<file path="src/rtl/reflet_timer_pkg.sv">
// reflet_timer_pkg: shared constants and types for the Reflet bus timer.
//   - register word indices within the 8-word timer window
//   - CTRL bit positions and the common reset value
//   - packed CTRL register type (run in bit0, auto_reload bit1, int_en bit2)
package reflet_timer_pkg;

  localparam int timer_ctrl_id     = 0;
  localparam int timer_prescale_id = 1;
  localparam int timer_reload_id   = 2;
  localparam int timer_count_id    = 3;
  localparam int timer_status_id   = 4;
  localparam int timer_nregs       = 8;

  localparam int timer_run_bit        = 0;
  localparam int timer_autoreload_bit = 1;
  localparam int timer_inten_bit      = 2;

  localparam int timer_reset = 0;

  // Field order matches the bit positions above (last field is bit0).
  typedef struct packed {
    logic int_en;
    logic auto_reload;
    logic run;
  } timer_ctrl_t;

endpackage

</file>
<file path="src/rtl/reflet_timer_if.sv">
// reflet_timer_if: Reflet CPU system-bus slice seen by a memory-mapped slave.
//   addr     byte address from the CPU
//   data_in  write data (the CPU's data_out)
//   write_en write strobe
//   data_out slave read data, OR-combined into the CPU data_in
// master = CPU side, slave = peripheral side.
interface reflet_timer_if #(
  parameter int wordsize = 16
);
  logic [wordsize-1:0] addr;
  logic [wordsize-1:0] data_in;
  logic                write_en;
  logic [wordsize-1:0] data_out;

  modport master (output addr, output data_in, output write_en, input data_out);
  modport slave  (input addr, input data_in, input write_en, output data_out);
endinterface

</file>
<file path="src/rtl/reflet_timer_prescaler.sv">
// reflet_timer_prescaler: divides the clock by (prescale+1) while running.
//   clk, reset  clock, synchronous active-low reset
//   enable      low freezes the counter
//   run         low holds the counter at 0
//   clear       restarts the count (CPU wrote CTRL or COUNT)
//   prescale    terminal value; 0 ticks every cycle
//   tick        high in the cycle the counter sits at prescale
module reflet_timer_prescaler #(
  parameter int wordsize = 16
) (
  input  logic                clk,
  input  logic                reset,
  input  logic                enable,
  input  logic                run,
  input  logic                clear,
  input  logic [wordsize-1:0] prescale,
  output logic                tick
);

  logic [wordsize-1:0] pcnt;

  assign tick = run && (pcnt == prescale);

  always_ff @(posedge clk) begin
    if (!reset)
      pcnt <= '0;
    else if (enable) begin
      if (clear || !run || tick)
        pcnt <= '0;
      else
        pcnt <= pcnt + wordsize'(1);
    end
  end

endmodule

</file>
<file path="src/rtl/reflet_timer.sv">
// reflet_timer: memory-mapped down-counting timer on the Reflet system bus.
//   clk, reset  clock, synchronous active-low reset
//   enable      global enable; low freezes all state and ignores the bus
//   bus         slave side of the CPU bus (addr, data_in, write_en, data_out)
//   interrupt   level interrupt = pending & int_en
// Word map from base_addr: 0 CTRL, 1 PRESCALE, 2 RELOAD, 3 COUNT,
// 4 STATUS (bit0 pending, write-1-to-clear), 5-7 read as zero.
module reflet_timer
  import reflet_timer_pkg::*;
#(
  parameter int                  wordsize  = 16,
  parameter logic [wordsize-1:0] base_addr = 16'hFF00
) (
  input  logic             clk,
  input  logic             reset,
  input  logic             enable,
  reflet_timer_if.slave    bus,
  output logic             interrupt
);

  localparam int                  nbytes = wordsize / 8;
  localparam int                  shift  = $clog2(nbytes);
  localparam logic [wordsize-1:0] window = wordsize'(timer_nregs * nbytes);

  localparam logic [2:0] id_ctrl     = 3'(timer_ctrl_id);
  localparam logic [2:0] id_prescale = 3'(timer_prescale_id);
  localparam logic [2:0] id_reload   = 3'(timer_reload_id);
  localparam logic [2:0] id_count    = 3'(timer_count_id);
  localparam logic [2:0] id_status   = 3'(timer_status_id);

  timer_ctrl_t         ctrl;
  logic [wordsize-1:0] prescale, reload, count;
  logic                pending;
  logic [wordsize-1:0] dout;

  // Unsigned wrap of addr-base_addr also rejects addresses below the base.
  logic [wordsize-1:0] offset;
  logic                sel;
  logic [2:0]          idx;
  assign offset = bus.addr - base_addr;
  assign sel    = offset < window;
  assign idx    = offset[shift +: 3];

  logic wr, wr_ctrl, wr_prescale, wr_reload, wr_count, wr_status;
  assign wr          = enable && bus.write_en && sel;
  assign wr_ctrl     = wr && (idx == id_ctrl);
  assign wr_prescale = wr && (idx == id_prescale);
  assign wr_reload   = wr && (idx == id_reload);
  assign wr_count    = wr && (idx == id_count);
  assign wr_status   = wr && (idx == id_status);

  logic tick;
  reflet_timer_prescaler #(.wordsize(wordsize)) u_prescaler (
    .clk      (clk),
    .reset    (reset),
    .enable   (enable),
    .run      (ctrl.run),
    .clear    (wr_ctrl || wr_count),
    .prescale (prescale),
    .tick     (tick)
  );

  // A CPU write to COUNT in a tick cycle overrides the tick entirely.
  logic expire;
  assign expire = tick && (count == '0) && !wr_count;

  logic [wordsize-1:0] rdata;
  always_comb begin
    rdata = wordsize'(timer_reset);
    case (idx)
      id_ctrl: begin
        rdata[timer_run_bit]        = ctrl.run;
        rdata[timer_autoreload_bit] = ctrl.auto_reload;
        rdata[timer_inten_bit]      = ctrl.int_en;
      end
      id_prescale: rdata = prescale;
      id_reload:   rdata = reload;
      id_count:    rdata = count;
      id_status:   rdata[0] = pending;
      default:     rdata = wordsize'(timer_reset);
    endcase
  end

  always_ff @(posedge clk) begin
    if (!reset) begin
      ctrl     <= '0;
      prescale <= wordsize'(timer_reset);
      reload   <= wordsize'(timer_reset);
      count    <= wordsize'(timer_reset);
      pending  <= 1'b0;
      dout     <= '0;
    end else if (enable) begin
      dout <= sel ? rdata : '0;

      if (wr_prescale) prescale <= bus.data_in;
      if (wr_reload)   reload   <= bus.data_in;

      if (wr_count)
        count <= bus.data_in;
      else if (tick) begin
        if (count != '0)
          count <= count - wordsize'(1);
        else if (ctrl.auto_reload)
          count <= reload;
      end

      // Written CTRL beats the one-shot auto-stop.
      if (wr_ctrl) begin
        ctrl.run         <= bus.data_in[timer_run_bit];
        ctrl.auto_reload <= bus.data_in[timer_autoreload_bit];
        ctrl.int_en      <= bus.data_in[timer_inten_bit];
      end else if (expire && !ctrl.auto_reload)
        ctrl.run <= 1'b0;

      // Setting beats a same-cycle clear so no expiry is lost.
      if (expire)
        pending <= 1'b1;
      else if (wr_status && bus.data_in[0])
        pending <= 1'b0;
    end
  end

  assign bus.data_out = dout;
  assign interrupt    = pending && ctrl.int_en;

endmodule

</file>
<file path="src/flat_wrapper.sv">
// flat-port wrapper written by rule: the top's interface ports become plain ports
module reflet_timer_flat import reflet_timer_pkg::*;
#(
  parameter int                  wordsize  = 16,
  parameter logic [wordsize-1:0] base_addr = 16'hFF00
)
  (clk, reset, enable, interrupt, bus_addr, bus_data_in, bus_write_en, bus_data_out);
  reflet_timer_if #(.wordsize(wordsize)) bus_i ();
  input  logic clk;
  input  logic reset;
  input  logic enable;
  output logic interrupt;
  input wire logic [$bits(bus_i.addr)-1:0] bus_addr;
  input wire logic [$bits(bus_i.data_in)-1:0] bus_data_in;
  input wire logic [$bits(bus_i.write_en)-1:0] bus_write_en;
  output wire logic [$bits(bus_i.data_out)-1:0] bus_data_out;
  assign bus_i.addr = bus_addr;
  assign bus_i.data_in = bus_data_in;
  assign bus_i.write_en = bus_write_en;
  assign bus_data_out = bus_i.data_out;
  reflet_timer #(.wordsize(wordsize), .base_addr(base_addr)) u_core (.clk(clk), .reset(reset), .enable(enable), .bus(bus_i), .interrupt(interrupt));
endmodule
</file>
<file path="config.mk">
export PLATFORM = sky130hd
export DESIGN_NAME = reflet_timer_flat
export DESIGN_NICKNAME = d
export VERILOG_FILES = /design/src/rtl/reflet_timer_pkg.sv /design/src/rtl/reflet_timer_if.sv /design/src/rtl/reflet_timer_prescaler.sv /design/src/rtl/reflet_timer.sv /design/src/flat_wrapper.sv
export SDC_FILE = /design/constraint.sdc
export NUM_CORES = 1
export LEC_CHECK = 0
export ABC_AREA = 1
export CAP_MARGIN = 20
export CORE_ASPECT_RATIO = 2
export CORE_MARGIN = 2
export CORE_UTILIZATION = 29
export CTS_CLUSTER_DIAMETER = 200
export DETAILED_ROUTE_END_ITERATION = 6
export PLACE_DENSITY = 0.43
export SYNTH_ARGS = -nofsm -noshare
export SYNTH_HDL_FRONTEND = slang
export SYNTH_SLANG_ARGS = --single-unit
</file>
<file path="constraint.sdc">
create_clock -name clk -period 2.6 [get_ports clk]
set_input_delay 0.26 -clock clk [delete_from_list [all_inputs] [get_ports clk]]
set_output_delay 0.26 -clock clk [all_outputs]
set_load 0.005 [all_outputs]
</file>
==> summary.md <==
| Metric | Value |
|---|---|
| Outcome | complete, no violations |
| Router iterations before antenna repair | 4 |
| Slew Limit Fails | 0 |
| Flops & latches, synth | 84 |
| CP arrival | 2340 ps |
| CP Launch Type | flop |
| Ys Warns | 0 |
| Post-CTS setup buffer count | 0 |
| Post-synth ARST share | 0% |
| Fmax | roughly 0.48 GHz |
| Post-synth EDFFs | 0 |
| # IOs | 53 |
| DIE AREA | 0.0178 sq mm |
| Maximum clock path buffer count | 2 |
| Clock skew | between 10 and 15 ps |
| Setup crit start | u_core.count[1] |
| Vias/cell | 4.92 |
| Row cnt | 66 |
| PortBufs | 51 |
| Yosys cell types | 34 |
| Pwr dens | 486 mW/mm^2 |
| Skew-Pair Late Insertion Delay | 340 ps |
| Final #Nets | 850 |
| Initial Util | between 20 and 30% |
| Net count after synthesis | about 800 |
| RSZ-0062 raised after global routing | no |
| GR Layer Usage met2 | between 30% and 40% |
| Share of layout cells above drive strength 1 | 7.60% |
| Largest net degree at the start of global routing | 54 |
| Mapped Cells | 759 |
| # DRC | 0 |
| Post-DP HPWL | 14.7 mm |
| Grt total ovfl | 0 |
| Maximum level of the CTS H-tree | 3 |
| Chip height | 187 microns |
| P_leak | 2.63 nW |
| Slew Limit Headroom | 60.5% |
| CTS tree | yes |
| DRT iter0 DRCs | 221 |
| WS Path Type | flop to flop |
| Synth top area share | 34.7% |
| Worst VDD drop | 312 uV |
| Mapped Area | 0.00485 sq mm |
| Hold Vio Cnt, Final | 0 |
| Register area share after synthesis | 34.7% |
| Cts bufs inserted | 9 |
| Endpoint class of the critical path | flop |
| Drt total wl | 18.6 mm |
| Most frequent cell after synthesis | nand2_1 |
| Post-DRT Antenna Nets | 0 |
| Synth Flop Type | dfxtp_1 |
| GR Layer Usage met3 | between 2 and 2.5% |
| Global placement routability congestion | 0.906 |
| Hold Startpoint | u_core.bus.data_out[14] |
| Syn avg cell area | 6.39 sq um |
| Tmin final | 2100 ps |
| Hold Buf Count CTS | 0 |
| Antenna Cells | 0 |
| GRT busiest layer | met2 |
| P&R area growth vs syn | 22.8% |
| Vias in the first global route | 5191 |
| Initial antenna violation count | 0 |
| Core area | about 0.016 sq mm |
| Top post-synthesis cells by count | nand2_1 (194), nor2_1 (103), inv_1 (87) |
| Final setup fails | 0 |
| Worst-path clk slew | 70 ps |
| Cell taking the most area after synthesis | dfxtp_1 |
| Hold Crit Class | flop to flop |
| Tot GR Track Use | 21.8% |
| First-pass GRT wire length | about 29 mm |
| Total negative slack | 0 ps |
| Reg2reg start | u_core.count[1] |
| Worst slew pin tran | around 590 ps |
| Final period util | 80.9% |
| Critical path required time | 2830 ps |
| Max_cap viols | 0 |
| Worst-case hold slack | about 470 ps |
| Met1 usage | 23.3% |
| Routed via count | 5018 |
| Die extent in x | 95.4 microns |
| Synth top area cells | dfxtp_1 (35%), nand2_1 (15%), nor2_1 (8.0%), inv_1 (6.7%), nand3_1 (6.2%) |
| Critical Path Fanout Max | 13 |
| # resized after CTS | 0 |
| WL/cell | 18.3 microns |
| Total clock sinks | 84 |
| Overall power consumption | 2.89 mW |
| Clk root buf | clkbuf_16 |
==> layout by cell type, fill, tap and decap left out, types with 3 or more instances in the layout <==
master / synthesis / layout
nand2_1: 194 / 194
nor2_1: 103 / 103
inv_1: 87 / 87
dfxtp_1: 84 / 84
nand3_1: 60 / 60
o21ai_0: 55 / 55
a21oi_1: 55 / 55
clkdlybuf4s50_1: 0 / 51
buf_4: 2 / 16
o221ai_1: 14 / 14
xor2_1: 13 / 13
nand4_1: 11 / 11
clkbuf_16: 0 / 9
inv_2: 6 / 6
nor2_2: 5 / 5
nand3_2: 5 / 5
o211ai_1: 5 / 5
a31oi_1: 5 / 5
nor3_2: 3 / 3
nand2_2: 3 / 3
xnor2_1: 3 / 3
nor3_1: 3 / 3
ha_1: 3 / 3
==> per-stage QoR <==
stage | instance area [sq um] | util, % | cells | setup slack (ps)
after floorplan | 4850 | - | 759 | 994
after global placement | 5620 | 34.4 | 1004 | 301
after detailed placement | 5620 | 34.4 | 1004 | 298
after CTS | 5950 | 36.4 | 1020 | 491
after global routing | 5950 | 36.4 | 1020 | 223
final | 5950 | 36.4 | 1020 | 496
==> sequential cells by signal, indices dropped and copies added, names as in the netlist <==
name,cells
u_core.ctrl,3
u_core.prescale,16
u_core.count,16
u_core.pending,1
u_core.reload,16
u_core.bus.data_out,16
u_core.u_prescaler.pcnt,16
==> final cells by class <==
cell class / count / area (sq um)
Tap cell: 204 / 255
Fill cell: 1780 / 10400
Sequential cell: 84 / 1680
Clock inverter: 7 / 105
Timing Repair Buffer: 69 / 671
Multi-Input combinational cell: 553 / 2660
Clock buffer: 9 / 225
Inverter: 94 / 353
==> logic make-up after synthesis <==
logic type / count (synthesis) / share of synthesized area (%)
xor gates and xnor gates: 16 / 2.89
DFF: 84 / 34.7
buffers and inverters: 122 / 10.4
adders and majority gates: 3 / 0.774
and+or+nand+nor: 396 / 35.5
AOI/OAI and AO/OA: 138 / 15.8
==> worst max-delay path, stage by stage, from the launching register on <==
cell	delay (ps)
dfxtp_1	320
inv_1	150
ha_1	220
nand2_1	70
nor2_1	150
nand3_2	280
buf_4	270
or2_2	270
nand3_1	80
nand2_1	50
nor2_1	80
nor2_1	50
==> routing by layer <==
metal	wire (microns)	vias up
li1	-	2567
met4	1270	0
met2	9950	98
met5	0	-
met1	6960	2306
met3	460	47
==> power by group <==
part	switching [mW]	leakage, nW	total (mW)	internal [mW]
Clock	0.585	0.159	1.44	0.858
Sequential	0.00166	0.676	1.29	1.29
Combinational	0.0933	1.80	0.160	0.0664
Total	0.680	2.63	2.89	2.21
==> final timing paths <==
path	endpoint	slack, ps	depth (start not counted)
hold reg to reg	u_core.bus.data_out[14]	470	2
setup reg to reg	u_core.count[13]	500	11
setup / recovery	u_core.count[13]	500	11
hold / removal	u_core.bus.data_out[14]	470	2
Note: power is estimated with default switching activity, not from simulation.
